<file path="src/rtl/exc_sequencer.sv">
// Trap/eret sequencer between the multicycle controller, CP0 and the PC register.
// Each accepted request produces one CP0 strobe cycle and then a PC redirect cycle; a masked trap is retired in one DROP cycle.
module exc_sequencer #(
  parameter logic [31:0] HANDLER_VEC = 32'h0040_0004,
  parameter bit          EPC_PLUS4   = 1'b1,
  parameter int          IE_BIT      = 0,
  parameter int          SYS_BIT     = 1,
  parameter int          BRK_BIT     = 2,
  parameter int          TEQ_BIT     = 3
) (
  input  logic        clk,
  input  logic        rst,
  input  logic        iSyscall,
  input  logic        iBreak,
  input  logic        iTeq,
  input  logic        iEret,
  input  logic [31:0] iPc,
  input  logic [31:0] iStatus,
  input  logic [31:0] iEpc,
  output logic        oException,
  output logic        oEret,
  output logic [31:0] oCause,
  output logic [31:0] oPc,
  output logic        oPcWe,
  output logic [31:0] oPcNext,
  output logic        oBusy,
  output logic        oDone,
  output logic        oTaken,
  output logic        oOverrun,
  output logic [2:0]  dbg_state
);

  // Handshake: every request input is a single-cycle pulse and is accepted only
  // while oBusy=0; oDone marks the last busy cycle, so the next request may
  // arrive on the cycle after oDone.

  typedef enum logic [2:0] {
    S_IDLE        = 3'd0,
    S_TRAP_COMMIT = 3'd1,
    S_TRAP_REDIR  = 3'd2,
    S_ERET_COMMIT = 3'd3,
    S_ERET_REDIR  = 3'd4,
    S_DROP        = 3'd5
  } state_t;

  state_t      state, state_nxt;
  logic [4:0]  code_q;
  logic [31:0] epc_q;
  logic [31:0] ret_q;
  logic        overrun_q;

  logic        trap_req;
  logic        any_req;
  logic        trap_en;
  logic [4:0]  code_sel;
  logic [31:0] epc_sel;
  logic        unused_status;

  assign trap_req      = iSyscall | iBreak | iTeq;
  assign any_req       = trap_req | iEret;
  assign epc_sel       = EPC_PLUS4 ? (iPc + 32'd4) : iPc;
  assign unused_status = ^iStatus;

  // Fixed priority syscall > break > teq; the losers are simply discarded.
  always_comb begin
    code_sel = 5'd0;
    trap_en  = 1'b0;
    if (iSyscall) begin
      code_sel = 5'd8;
      trap_en  = iStatus[IE_BIT] & iStatus[SYS_BIT];
    end else if (iBreak) begin
      code_sel = 5'd9;
      trap_en  = iStatus[IE_BIT] & iStatus[BRK_BIT];
    end else if (iTeq) begin
      code_sel = 5'd13;
      trap_en  = iStatus[IE_BIT] & iStatus[TEQ_BIT];
    end
  end

  always_ff @(posedge clk or posedge rst) begin
    if (rst) state <= S_IDLE;
    else     state <= state_nxt;
  end

  always_comb begin
    state_nxt = state;
    case (state)
      S_IDLE: begin
        if (trap_req)   state_nxt = trap_en ? S_TRAP_COMMIT : S_DROP;
        else if (iEret) state_nxt = S_ERET_COMMIT;
      end
      S_TRAP_COMMIT: state_nxt = S_TRAP_REDIR;
      S_TRAP_REDIR:  state_nxt = S_IDLE;
      S_ERET_COMMIT: state_nxt = S_ERET_REDIR;
      S_ERET_REDIR:  state_nxt = S_IDLE;
      S_DROP:        state_nxt = S_IDLE;
      default:       state_nxt = S_IDLE;
    endcase
  end

  always_ff @(posedge clk or posedge rst) begin
    if (rst) begin
      code_q    <= 5'd0;
      epc_q     <= 32'd0;
      ret_q     <= 32'd0;
      overrun_q <= 1'b0;
    end else begin
      if (state == S_IDLE) begin
        if (trap_req) begin
          code_q <= code_sel;
          epc_q  <= epc_sel;
        end else if (iEret) begin
          ret_q <= iEpc;
        end
      end else if (any_req) begin
        overrun_q <= 1'b1;
      end
    end
  end

  // Moore outputs: everything below depends on registered state/data only.
  always_comb begin
    oException = 1'b0;
    oEret      = 1'b0;
    oCause     = 32'd0;
    oPc        = 32'd0;
    oPcWe      = 1'b0;
    oPcNext    = 32'd0;
    oDone      = 1'b0;
    oTaken     = 1'b0;
    case (state)
      S_TRAP_COMMIT: begin
        oException = 1'b1;
        oCause     = {25'd0, code_q, 2'b00};
        oPc        = epc_q;
      end
      S_TRAP_REDIR: begin
        oPcWe   = 1'b1;
        oPcNext = HANDLER_VEC;
        oDone   = 1'b1;
        oTaken  = 1'b1;
      end
      S_ERET_COMMIT: oEret = 1'b1;
      S_ERET_REDIR: begin
        oPcWe   = 1'b1;
        oPcNext = ret_q;
        oDone   = 1'b1;
        oTaken  = 1'b1;
      end
      S_DROP: oDone = 1'b1;
      default: ;
    endcase
  end

  assign oBusy     = (state != S_IDLE);
  assign oOverrun  = overrun_q;
  assign dbg_state = state;

endmodule
</file>
<file path="config.mk">
export PLATFORM = sky130hd
export DESIGN_NAME = exc_sequencer
export DESIGN_NICKNAME = d
export VERILOG_FILES = /design/src/rtl/exc_sequencer.sv
export SDC_FILE = /design/constraint.sdc
export NUM_CORES = 1
export LEC_CHECK = 0
export BUFFER_PORTS_ARGS = -buffer_cell sky130_fd_sc_hd__buf_2
export CORE_ASPECT_RATIO = 2
export CORE_MARGIN = 1.5
export CORE_UTILIZATION = 49
export DETAILED_ROUTE_END_ITERATION = 6
export PLACE_DENSITY = 0.9
export SYNTH_ARGS = -nofsm -noshare
export SYNTH_HDL_FRONTEND = slang
export SYNTH_SLANG_ARGS = --single-unit
export TNS_END_PERCENT = 10
</file>
<file path="constraint.sdc">
create_clock -name clk -period 4.6 [get_ports clk]
set_clock_uncertainty 0.2 [all_clocks]
set_input_delay 0.23 -clock clk [delete_from_list [all_inputs] [get_ports clk]]
set_output_delay 0.23 -clock clk [all_outputs]
set_load 0.01 [all_outputs]
</file>
## Yosys cells after proc, flatten, opt, wreduce, memory -nomap -nowiden

Index checks and enable logic that the tools add are counted.

- Memory bits (read-only): 0
- Memory bits (writable): 0
- Latch bits: 0
- Flip-flop bits (word level): 73
- Input bits: 102
- Logic and storage cells: 44
- Memories kept: 0

- Multipliers: 0
- Shift operators: 0
- Magnitude comparators: 0
- Divide/modulo/power cells: 0
- Muxes and demuxes: 17
- $add $sub $neg: 1
- Bitwise logic cells: 8
- Eq/ne operators: 6
- Reduce and logical (&&, ||, !) cells: 7

Operators with widths:

| operator | count |
|---|---|
| $pmux 32 s2 | 1 |
| $add 32x3->32 const B | 1 |
| $mux 32 | 1 |
| $mux 4 | 3 |
| $mux 3 | 3 |
| $pmux 3 s3 | 1 |
| $mux 1 | 7 |
| $mux 7 | 1 |
| $eq 3x2->1 const B | 2 |
| $eq 3x3->1 const B | 2 |
| $reduce_and 2->1 | 2 |
| $and 1x1->1 | 3 |
| $eq 3x1->1 const B | 1 |
| $logic_not 3->1 | 1 |
| $ne 3x3->1 const B | 1 |
| $or 1x1->1 | 3 |
| $reduce_and 3->1 | 1 |
| $reduce_bool 3->1 | 1 |
| $reduce_or 3->1 | 1 |
| $not 1->1 | 2 |
| $reduce_or 2->1 | 1 |

## Depth between registers and ports, before layout

- Word-level depth: 7
- Gate-level depth with buffers: 7
- Gate-level depth less buffers: 5

## Worst setup path after synthesis

No wires, ideal clock.

- Kind: register to register
- Start point: register state[0], in the netlist dbg_state[0]
- End point: register epc_q[24]
- Cell stages (with the launch flop): 6
- Arrival time: 1.758 ns
- Clock period less this slack: 2.100 ns
- Slack: 2.500 ns
- Library setup time: 0.141 ns
- Path through: dfrtp_1 -> nor3_2 -> inv_1 -> nor2_1 -> clkbuf_1 -> a31oi_1

- Word-level cells in the longest chain between the ends: 2

RTL lines:

| item | RTL line | source |
|---|---|---|
| from (decl) | 46 | `state_t state, state_nxt;` |
| from (signal assigned) | 82 | `else state <= state_nxt;` |
| $logic_not 3->1 | 108 | `if (state == S_IDLE) begin` |
| $reduce_and 2->1 (no line) | -- |  |
| to (signal assigned) | 111 | `epc_q <= epc_sel;` |
| to (decl) | 48 | `logic [31:0] epc_q;` |

No other way between the ends.
A chain may end at the register's enable or synchronous reset.

## Worst setup path in the final report

- Start point: register state[0], in the netlist dbg_state[0]
- End point: output oPc[14]

- Word-level cells in the longest chain between the ends: 2

RTL lines:

| item | RTL line | source |
|---|---|---|
| $eq 3x1->1 | 131 | `case (state)` |
| $mux 32 | 131 |  |
| to (decl) | 23 | `output logic [31:0] oPc,` |

No other way between the ends.

==> impl_metrics.json <==
{
  "fin_util": 0.681,
  "first_iter_violations": 236,
  "cts_max_level": 3,
  "grt_usage": 0.252,
  "fin_ws_ns": 1.85,
  "dieArea_um2": 8670,
  "numCtsBuffers": 9,
  "yosysSeqAreaShare": 0.448,
  "clock-sinks": 71,
  "finalNonFillerCells": 699,
  "post-route-period-util": 0.599,
  "port_buffers": 150,
  "die_w_um": 66.6,
  "grt_overflow_total": 0,
  "synth_top_area_share": 0.448,
  "fin_hold_ws_ns": -0.0319,
  "crit_fanout": 36,
  "drtPass1Iterations": 4,
  "cts_tree": "built",
  "syn_to_final_growth_pct": 35.6,
  "violations": "hold timing",
  "peakVddDrop_v": 0.000291,
  "multi_input_area_um2": 1930,
  "seqCellArea_um2": 1780,
  "syn_area_um2": 3960,
  "p_per_area_nw_per_um2": 549,
  "avgViaCountPerCell": 5.29,
  "drive_gt1_frac": 0.352,
  "worstSetupPathType": "flop to primary output",
  "core_area_um2": 7890,
  "ios": 208,
  "drv_slew": 0,
  "outcome": "finished with violations",
  "clock_path_buffers": 2,
  "hold_path_class": "input pin to asynchronous set/reset pin",
  "vias": 3698,
  "finalWeightedCongestion": 0.829,
  "root_buffer": "clkbuf_16",
  "dpl.cell_count": 642,
  "worstPathRequired_ns": 4.17,
  "die_h_um": 130,
  "rsz0062_at_grt": "false",
  "syn_inst": 417,
  "setup_viol": 0,
  "post-route-drc-count": 0,
  "antenna_found_initial": 0,
  "worst_slew_pin_slew_ns": 0.935,
  "cp-start-kind": "flop",
  "hold_violations": 44,
  "nNetsFinal": 701,
  "synth_flop_cell": "dfrtp_1",
  "avgSynthCellArea_um2": 9.50,
  "cap_viol_max_count": 0,
  "place_ws_ns": 2.11,
  "synth_top_area_cell": "dfrtp_1",
  "drtAntennaViolNets": 0,
  "n_fill_cell": 588,
  "clk_pin_slew_ns": 0.06,
  "synth_commonest_cells": "dfrtp_1, and2_1, nand2_1",
  "grt_pass1_vias": 3558,
  "synthTopCellsByArea": "dfrtp_1, mux2_2, buf_4, and2_1, and3_1",
  "synthArstFlopShare": 1.00,
  "drt-total-wl_mm": 11.1,
  "ctsResizeCount": 0,
  "insertedDiodeCount": 0,
  "crit_path_end_kind": "primary output",
  "initial_core_util": 0.503,
  "fp-row-count": 46,
  "ys_warn_count": 0,
  "slew_headroom": 0.377,
  "period_minus_slack_ns": 2.75,
  "place_hpwl_mm": 7.21,
  "ys_types": 37,
  "leakagePower_uw": 0.00274,
  "insertion_delay_ns": 0.33,
  "grt_pass1_wl_mm": 16.6,
  "post_drt_wl_per_cell_um": 15.9,
  "yosysMostFrequentCell": "dfrtp_1",
  "setup_tns_ns": 0,
  "cp.arrival_ns": 2.32,
  "synth-edff-count": 0,
  "ys_ff_latch": 71,
  "grt_max_degree": 72,
  "max_freq_mhz": 363
}
power breakdown:
group / switching [uW] / leakage, uW / internal (uW) / total, uW
clock network: 263 / 0.000152 / 448 / 711
logic: 654 / 0.00174 / 503 / 1160
registers: 163 / 0.000849 / 917 / 1080
repair_timing:
action                                 in CTS  in global routing
hold buffers                               41                  0
endpoints found under the hold margin      41                  0
setup buffers                               0                  0
setup endpoints to repair                   0                  0
kinds of logic after synthesis:
family                   Yosys count  share of synthesized area
AO/OA/AOI/OAI                     61                     0.0909
XOR/XNOR                          11                     0.0243
adder cells (fa/ha/maj)            1                    0.00316
buffers and inverters             63                     0.0928
flip-flops                        71                      0.448
multiplexers                      32                     0.0909
other                              1                   0.000946
AND/OR/NAND/NOR                  177                      0.249
final timing paths:
check,from,to,slack (ns),cells past startpoint
max in group asynchronous,rst,ret_q[6],3.65,3
min reg2reg,code_q[3],code_q[3],0.26,1
min in group clk,iPc[29],epc_q[29],0,3
max,dbg_state[0],oPc[14],1.85,5
max reg2reg,dbg_state[0],epc_q[30],2.48,6
min,rst,ret_q[0],-0.03,3
placed cells by master, fill, tap and decap left out, types with 12 or more instances in the layout:
cell,synthesis,final
and2_1,35,35
and3_1,31,31
dfrtp_1,71,71
nor2_1,26,25
dlygate4sd3_1,0,41
a31oi_1,18,18
conb_1,1,29
nand2_1,33,33
or4_1,12,12
o21ai_0,23,23
mux2_2,32,32
buf_2,3,150
worst max-delay path, stage by stage, from the launching register on:
cell and delay, ns:
dfrtp_1 0.51, inv_1 0.45, nor3_2 0.34, buf_4 0.34, and2_1 0.20, buf_2 0.14
metal layers:
layer | vias to the layer above | global-route usage | routed length, um
met5 | - | 0 | 0
met4 | 0 | 0.119 | 350
met3 | 24 | 0.0621 | 742
met2 | 168 | 0.472 | 6060
met1 | 1744 | 0.250 | 3970
li1 | 1762 | - | -
flip-flops by register name, summed over array words and instances, names as in the netlist:
name,count
oOverrun,1
epc_q,32
code_q,3
dbg_state,3
ret_q,32
area by class of cell:
type / count / area share
clock inverters: 5 / 0.0105
flip-flops and latches: 71 / 0.331
multi-input cells: 311 / 0.360
well taps: 96 / 0.0224
inverters: 9 / 0.00629
repair buffers: 196 / 0.223
clock buffers: 11 / 0.0470
per-stage QoR:
step,cell area [um2],hold WS [ns],total power (uW)
after floorplan,4070,0.135,1790
after global placement,4650,0.227,2120
after detailed placement,4650,0.222,2180
after CTS,5370,0.0000346,2930
after global routing,5370,0.00541,3140
final,5370,-0.0319,2950
No activity file was read; power rests on OpenSTA's default activity.
